===== config.mk =====
export PLATFORM = sky130hd
export DESIGN_NAME = viterbi_stream_decoder
export DESIGN_NICKNAME = d
export VERILOG_FILES = /design/src/rtl/viterbi_stream_decoder.sv
export SDC_FILE = /design/constraint.sdc
export NUM_CORES = 2
export LEC_CHECK = 0
export ABC_AREA = 1
export CAP_MARGIN = 20
export CORE_MARGIN = 3
export CORE_UTILIZATION = 37
export CTS_CLUSTER_DIAMETER = 120
export DETAILED_ROUTE_END_ITERATION = 10
export PLACE_DENSITY = 0.47
export SYNTH_ARGS = -nofsm -noshare
export SYNTH_HDL_FRONTEND = slang
export SYNTH_SLANG_ARGS = --single-unit

===== constraint.sdc =====
create_clock -name i_clk -period 20.2 [get_ports i_clk]
set_input_delay 6.06 -clock i_clk [delete_from_list [all_inputs] [get_ports i_clk]]
set_output_delay 6.06 -clock i_clk [all_outputs]
set_load 0.05 [all_outputs]

===== src/rtl/viterbi_stream_decoder.sv =====
// Rate-1/2 Viterbi decoder core: serial ACS over a two-bank metric store, circular survivor
// memory, sliding-window traceback and end-of-frame flush behind valid/ready streams.

module viterbi_stream_decoder #(
    parameter int unsigned K      = 5,
    parameter int unsigned D_TB   = 32,
    parameter int unsigned G0_OCT = 'o23,
    parameter int unsigned G1_OCT = 'o35,
    parameter int unsigned SW     = 3,
    parameter int unsigned PM_W   = 10
) (
    input  logic          i_clk,
    input  logic          i_rst_n,
    input  logic          i_in_valid,
    output logic          o_in_ready,
    input  logic [SW-1:0] i_in_sym0,
    input  logic [SW-1:0] i_in_sym1,
    input  logic          i_in_last,
    output logic          o_out_valid,
    input  logic          i_out_ready,
    output logic          o_out_bit,
    output logic          o_out_last,
    output logic          o_busy
);

    localparam int unsigned NS  = 1 << (K - 1);
    localparam int unsigned SBW = K - 1;
    localparam int unsigned RW  = $clog2(D_TB);
    localparam int unsigned CW  = $clog2(D_TB + 1);
    localparam int unsigned BMW = SW + 1;

    localparam logic [K-1:0]    G0      = G0_OCT[K-1:0];
    localparam logic [K-1:0]    G1      = G1_OCT[K-1:0];
    localparam logic [PM_W-1:0] PM_INIT = PM_W'(1) << (PM_W - 2);

    typedef enum logic [2:0] {
        StIdle,
        StAcs,
        StTb,
        StOut,
        StFlushTb,
        StFlushOut
    } state_e;

    // Distance of a soft pair from the coded bits of encoder register r.
    function automatic logic [BMW-1:0] branch_metric(input logic [K-1:0]  r,
                                                     input logic [SW-1:0] s0,
                                                     input logic [SW-1:0] s1);
        logic [SW-1:0] m0;
        logic [SW-1:0] m1;
        m0 = (^(r & G0)) ? ~s0 : s0;
        m1 = (^(r & G1)) ? ~s1 : s1;
        return {1'b0, m0} + {1'b0, m1};
    endfunction

    state_e          r_state;
    logic            r_bank;
    logic [PM_W-1:0] r_pm [2][NS];
    logic [NS-1:0]   r_dec [D_TB];
    logic [SW-1:0]   r_sym0;
    logic [SW-1:0]   r_sym1;
    logic            r_last;
    logic [SBW-1:0]  r_n;
    logic [PM_W-1:0] r_best_pm;
    logic [SBW-1:0]  r_best_st;
    logic [SBW-1:0]  r_tb_st;
    logic [RW-1:0]   r_row;
    logic [RW-1:0]   r_wptr;
    logic [RW-1:0]   r_step;
    logic [RW-1:0]   r_fidx;
    logic [CW-1:0]   r_cnt;
    logic [CW-1:0]   r_flen;
    logic [D_TB-1:0] r_fbuf;
    logic            r_in_ready;
    logic            r_out_valid;
    logic            r_out_bit;
    logic            r_out_last;
    logic            r_busy;

    logic [SBW-1:0]  w_p0;
    logic [SBW-1:0]  w_p1;
    logic [PM_W-1:0] w_cand0;
    logic [PM_W-1:0] w_cand1;
    logic [PM_W-1:0] w_diff;
    logic            w_dec;
    logic [PM_W-1:0] w_new_pm;
    logic [PM_W-1:0] w_best_diff;
    logic            w_take;
    logic [SBW-1:0]  w_tb_prev;
    logic            w_tb_bit;
    logic [RW-1:0]   w_row_prev;
    logic [RW-1:0]   w_wptr_inc;
    logic [CW-1:0]   w_cnt_inc;
    logic [RW-1:0]   w_fidx_nxt;

    assign w_p0    = {r_n[SBW-2:0], 1'b0};
    assign w_p1    = {r_n[SBW-2:0], 1'b1};
    assign w_cand0 = r_pm[r_bank][w_p0]
                     + PM_W'(branch_metric({r_n[SBW-1], w_p0}, r_sym0, r_sym1));
    assign w_cand1 = r_pm[r_bank][w_p1]
                     + PM_W'(branch_metric({r_n[SBW-1], w_p1}, r_sym0, r_sym1));

    // Modulo compare: the sign of the wrapped difference decides, ties keep x=0.
    assign w_diff      = w_cand0 - w_cand1;
    assign w_dec       = !w_diff[PM_W-1] && (w_diff != '0);
    assign w_new_pm    = w_dec ? w_cand1 : w_cand0;
    assign w_best_diff = w_new_pm - r_best_pm;
    assign w_take      = (r_n == '0) || w_best_diff[PM_W-1];

    assign w_tb_bit   = r_tb_st[SBW-1];
    assign w_tb_prev  = {r_tb_st[SBW-2:0], r_dec[r_row][r_tb_st]};
    assign w_row_prev = (r_row == '0) ? RW'(D_TB - 1) : r_row - 1'b1;
    assign w_wptr_inc = (r_wptr == RW'(D_TB - 1)) ? '0 : r_wptr + 1'b1;
    assign w_cnt_inc  = (r_cnt == CW'(D_TB)) ? r_cnt : r_cnt + 1'b1;
    assign w_fidx_nxt = r_fidx + 1'b1;

    always_ff @(posedge i_clk) begin
        if (!i_rst_n) begin
            r_state     <= StIdle;
            r_bank      <= 1'b0;
            for (int s = 0; s < NS; s++) begin
                r_pm[0][s] <= (s == 0) ? '0 : PM_INIT;
                r_pm[1][s] <= (s == 0) ? '0 : PM_INIT;
            end
            r_sym0      <= '0;
            r_sym1      <= '0;
            r_last      <= 1'b0;
            r_n         <= '0;
            r_best_pm   <= '0;
            r_best_st   <= '0;
            r_tb_st     <= '0;
            r_row       <= '0;
            r_wptr      <= '0;
            r_step      <= '0;
            r_fidx      <= '0;
            r_cnt       <= '0;
            r_flen      <= '0;
            r_fbuf      <= '0;
            r_in_ready  <= 1'b1;
            r_out_valid <= 1'b0;
            r_out_bit   <= 1'b0;
            r_out_last  <= 1'b0;
            r_busy      <= 1'b0;
        end else begin
            unique case (r_state)
                StIdle: begin
                    if (i_in_valid) begin
                        r_sym0     <= i_in_sym0;
                        r_sym1     <= i_in_sym1;
                        r_last     <= i_in_last;
                        r_n        <= '0;
                        r_in_ready <= 1'b0;
                        r_busy     <= 1'b1;
                        r_state    <= StAcs;
                    end
                end
                StAcs: begin
                    r_pm[~r_bank][r_n]   <= w_new_pm;
                    r_dec[r_wptr][r_n]   <= w_dec;
                    r_n                  <= r_n + 1'b1;
                    if (w_take) begin
                        r_best_pm <= w_new_pm;
                        r_best_st <= r_n;
                    end
                    if (r_n == SBW'(NS - 1)) begin
                        r_bank  <= ~r_bank;
                        r_wptr  <= w_wptr_inc;
                        r_cnt   <= w_cnt_inc;
                        r_row   <= r_wptr;
                        r_tb_st <= w_take ? r_n : r_best_st;
                        if (r_last) begin
                            r_step  <= RW'(w_cnt_inc - 1'b1);
                            r_flen  <= w_cnt_inc;
                            r_state <= StFlushTb;
                        end else if (w_cnt_inc == CW'(D_TB)) begin
                            r_step  <= RW'(D_TB - 1);
                            r_state <= StTb;
                        end else begin
                            r_in_ready <= 1'b1;
                            r_busy     <= 1'b0;
                            r_state    <= StIdle;
                        end
                    end
                end
                StTb, StFlushTb: begin
                    r_tb_st <= w_tb_prev;
                    r_row   <= w_row_prev;
                    r_step  <= r_step - 1'b1;
                    // Bits come out newest-first; store them so index 0 is the oldest.
                    if (r_state == StFlushTb) begin
                        r_fbuf[r_step] <= w_tb_bit;
                    end
                    if (r_step == '0) begin
                        r_out_valid <= 1'b1;
                        r_out_bit   <= w_tb_bit;
                        if (r_state == StFlushTb) begin
                            r_fidx     <= '0;
                            r_out_last <= (r_flen == CW'(1));
                            r_state    <= StFlushOut;
                        end else begin
                            r_state <= StOut;
                        end
                    end
                end
                StOut: begin
                    if (i_out_ready) begin
                        r_out_valid <= 1'b0;
                        r_in_ready  <= 1'b1;
                        r_busy      <= 1'b0;
                        r_state     <= StIdle;
                    end
                end
                StFlushOut: begin
                    if (i_out_ready) begin
                        if (r_out_last) begin
                            r_out_valid <= 1'b0;
                            r_out_last  <= 1'b0;
                            r_bank      <= 1'b0;
                            for (int s = 0; s < NS; s++) begin
                                r_pm[0][s] <= (s == 0) ? '0 : PM_INIT;
                                r_pm[1][s] <= (s == 0) ? '0 : PM_INIT;
                            end
                            r_cnt       <= '0;
                            r_wptr      <= '0;
                            r_in_ready  <= 1'b1;
                            r_busy      <= 1'b0;
                            r_state     <= StIdle;
                        end else begin
                            r_fidx     <= w_fidx_nxt;
                            r_out_bit  <= r_fbuf[w_fidx_nxt];
                            r_out_last <= (CW'(w_fidx_nxt) == r_flen - 1'b1);
                        end
                    end
                end
                default: r_state <= StIdle;
            endcase
        end
    end

    assign o_in_ready  = r_in_ready;
    assign o_out_valid = r_out_valid;
    assign o_out_bit   = r_out_bit;
    assign o_out_last  = r_out_last;
    assign o_busy      = r_busy;

endmodule


==> flow_summary.json <==
{
  "run_status": "completed",
  "avgViaCountPerCell": 5.42,
  "post_cts.repair.setup_buffers": 0,
  "grt_first_pass_wirelength_um": 200000,
  "largest_family_of_logic_cells_by_synthesized_area": "simple AND/OR/NAND/NOR gates",
  "clock_skew_ns": 0.0362,
  "clock_tree.root_cell": "sky130_fd_sc_hd__clkbuf_16",
  "std_cell_rows": 125,
  "die_width_um": 349,
  "crit_path_start_kind": "input port",
  "globalRoute.busiestLayer": "met2",
  "syn_area_mm2": 0.0436,
  "finalPower_w": 0.00728,
  "hold_path.class": "reg -> reg",
  "synth_simple_gate_area_share_pct": 17.8,
  "post_cts.resized_instances": 0,
  "rsz_0062_raised_after_global_routing": "false",
  "critical_path.max_fanout": 42,
  "postRouteAntennaNets": 0,
  "instances_no_fill": 6002,
  "io_pins": 16,
  "data_arrival_time_of_the_critical_path_ns": 9.24,
  "synth_edf_count": 832,
  "synthesis.yosys.warnings": 0,
  "hpwlAfterDp_um": 76600,
  "final_nets": 4450,
  "design.die.area_mm2": 0.122,
  "ys_types": 44,
  "cts_sinks": 940,
  "asyncSetResetFlopFracSynth_pct": 0,
  "drcViolationCount": 0,
  "number_of_hold_repair_buffers_added_at_the_cts_stage": 0,
  "finalSetupTns_ns": 0,
  "synthXorXnorAreaFrac_pct": 0.823,
  "detail_route.wl_per_cell_um": 22.5,
  "gr-usage-all-layers_pct": 21.8,
  "grt_pass1_vias": 31299,
  "worst_ir_drop_vdd_mv": 0.336,
  "dominantRegCellSynth": "sky130_fd_sc_hd__edfxtp_1",
  "worst_pin_slew_ns": 1.18,
  "synth_fp_nets": 4593,
  "final_cycle_utilization_of_the_critical_path_pct": 44.0,
  "mux_cell_area_share_after_synthesis_pct": 0.0459,
  "static-leakage-power_nw": 16.2,
  "fp.coreArea_mm2": 0.117,
  "vias": 32513,
  "clkLatencyLatePin_ns": 0.71,
  "timing.final.hold_violations": 0,
  "use_met3_pct": 3.34,
  "ys_seq_elements": 940,
  "drtPass1Iterations": 5,
  "crit_path_required_time_ns": 20.56,
  "final-setup-viol-count": 0,
  "clock.fmax_mhz": 113,
  "cts-buffers-inserted": 107,
  "clkSlewWorstSetupHoldPaths_ns": 0.06,
  "final.min_clock_period_ns": 8.88,
  "route.final.wire_length_um": 135000,
  "post_route_cells_drive_above_1_share_pct": 5.61,
  "dp.cells": 5799,
  "synth_seq_area_share_pct": 62.2,
  "postSynthAreaPerCell_um2": 9.63,
  "cts-htree-levels": 3,
  "cell_count_after_synthesis": 4529,
  "max_cap_violations": 0,
  "layout_common_cells": "sky130_fd_sc_hd__nor2_1, sky130_fd_sc_hd__edfxtp_1, sky130_fd_sc_hd__o21ai_0",
  "clock_path_buffers": 3,
  "power_per_cell_area_mw_per_mm2": 151,
  "yosys.area_share.adder_pct": 1.67,
  "tritoncts": "yes",
  "die_y_um": 349,
  "timing.max_slew.rel_slack_pct": 21.6,
  "final_core_utilization_pct": 41.3,
  "grt_start_max_net_pins": 193,
  "syn2layout_area_growth_pct": 10.5,
  "drt_iter0_markers": 2996,
  "initial_utilization_pct": 37.4,
  "timing.setup.critical_path_class": "in -> reg",
  "met1_track_usage_gr_pct": 30.4,
  "globalRouteOverflowTotal": 0,
  "antenna_found_initial": 1,
  "mostFrequentLayoutCell": "sky130_fd_sc_hd__nor2_1",
  "timing.critical_path.to_type": "flip-flop",
  "port-buffer-count": 15,
  "globalplace.congestion": 0.800,
  "use_met2_pct": 35.0,
  "synth-compound-area-share_pct": 12.1,
  "report.final.slew_viol_count": 0
}
[path summary, 6_finish.rpt]
path,startpoint,endpoint,slack (ns),cells past startpoint
max,i_rst_n,r_pm[0][68],11.32,8
min,r_fbuf[4],r_fbuf[4],0.46,2
max reg2reg,r_n[0],r_best_pm[1],11.38,36
min reg2reg,r_fbuf[4],r_fbuf[4],0.46,2
[stage by stage]
step	hold WS [ns]	setup WS (ns)	instance area [µm²]
5_1_grt	0.472	10.27	48200
3_3_place_gp	0.444	10.57	44800
4_1_cts	0.462	11.27	48200
2_1_floorplan	0.430	7.13	43600
3_5_place_dp	0.453	10.57	44800
6_report	0.458	11.32	48200
[cell families after synthesis]
family / after synthesis
AND/OR/NAND/NOR: 1988
adder cells (fa/ha/maj): 53
XOR/XNOR: 41
AO/OA/AOI/OAI: 929
multiplexers: 2
flip-flops: 940
buffers and inverters: 576
[synthesized netlist by cell type, types with 32 or more instances]
cell                          n  area share, %
sky130_fd_sc_hd__o22ai_1    167            2.4
sky130_fd_sc_hd__nor2_1    1402             12
sky130_fd_sc_hd__buf_2       32           0.37
sky130_fd_sc_hd__o21ai_1     36           0.41
sky130_fd_sc_hd__inv_1      197            1.7
sky130_fd_sc_hd__dfxtp_1    108            5.0
sky130_fd_sc_hd__clkbuf_1   267            2.3
sky130_fd_sc_hd__ha_1        44            1.3
sky130_fd_sc_hd__o221ai_1    37           0.74
sky130_fd_sc_hd__nand3_1    141            1.6
sky130_fd_sc_hd__a21oi_1    113            1.3
sky130_fd_sc_hd__clkinv_1    45           0.39
sky130_fd_sc_hd__o21ai_0    482            5.5
sky130_fd_sc_hd__edfxtp_1   832             57
sky130_fd_sc_hd__nand2_1    397            3.4
[flip-flops by register name, summed over array words and instances, names as in the netlist, 5 cells and up, named ones only]
| register | cells |
|---|---|
| r_best_pm | 10 |
| r_cnt | 6 |
| r_fidx | 5 |
| r_dec | 512 |
| r_fbuf | 32 |
| r_row | 5 |
| r_flen | 6 |
| r_step | 5 |
| r_pm | 320 |
| r_wptr | 5 |
[layer usage]
metal	wire [µm]	vias to the layer above
met2	62200	914
met4	3950	2
met5	13	-
li1	-	15261
met1	60800	16134
met3	8070	202
[final cells by class]
| cell class | instances | area [µm²] |
|---|---|---|
| diodes | 1 | 2.50 |
| well taps | 1524 | 1910 |
| flip-flops and latches | 940 | 27200 |
| repair buffers | 76 | 668 |
| fillers | 11705 | 68400 |
| clock buffers | 132 | 2800 |
| multi-input cells | 3013 | 14200 |
| clock inverters | 68 | 549 |
| inverters | 248 | 951 |
[critical path, stage by stage]
cell	delay, ns
sky130_fd_sc_hd__buf_2	0.08
sky130_fd_sc_hd__buf_4	0.40
sky130_fd_sc_hd__inv_2	0.06
sky130_fd_sc_hd__nor2_1	0.56
sky130_fd_sc_hd__nand3_2	0.86
sky130_fd_sc_hd__nor2_1	0.39
sky130_fd_sc_hd__clkinv_1	0.32
sky130_fd_sc_hd__nand2_1	0.44
[power by group]
group | switching [W] | internal, W | total [W]
Combinational | 0.00214 | 0.000607 | 0.00275
Sequential | 0.0000591 | 0.00260 | 0.00266
Clock | 0.000816 | 0.00106 | 0.00188
(Power assumes the default switching activity.)
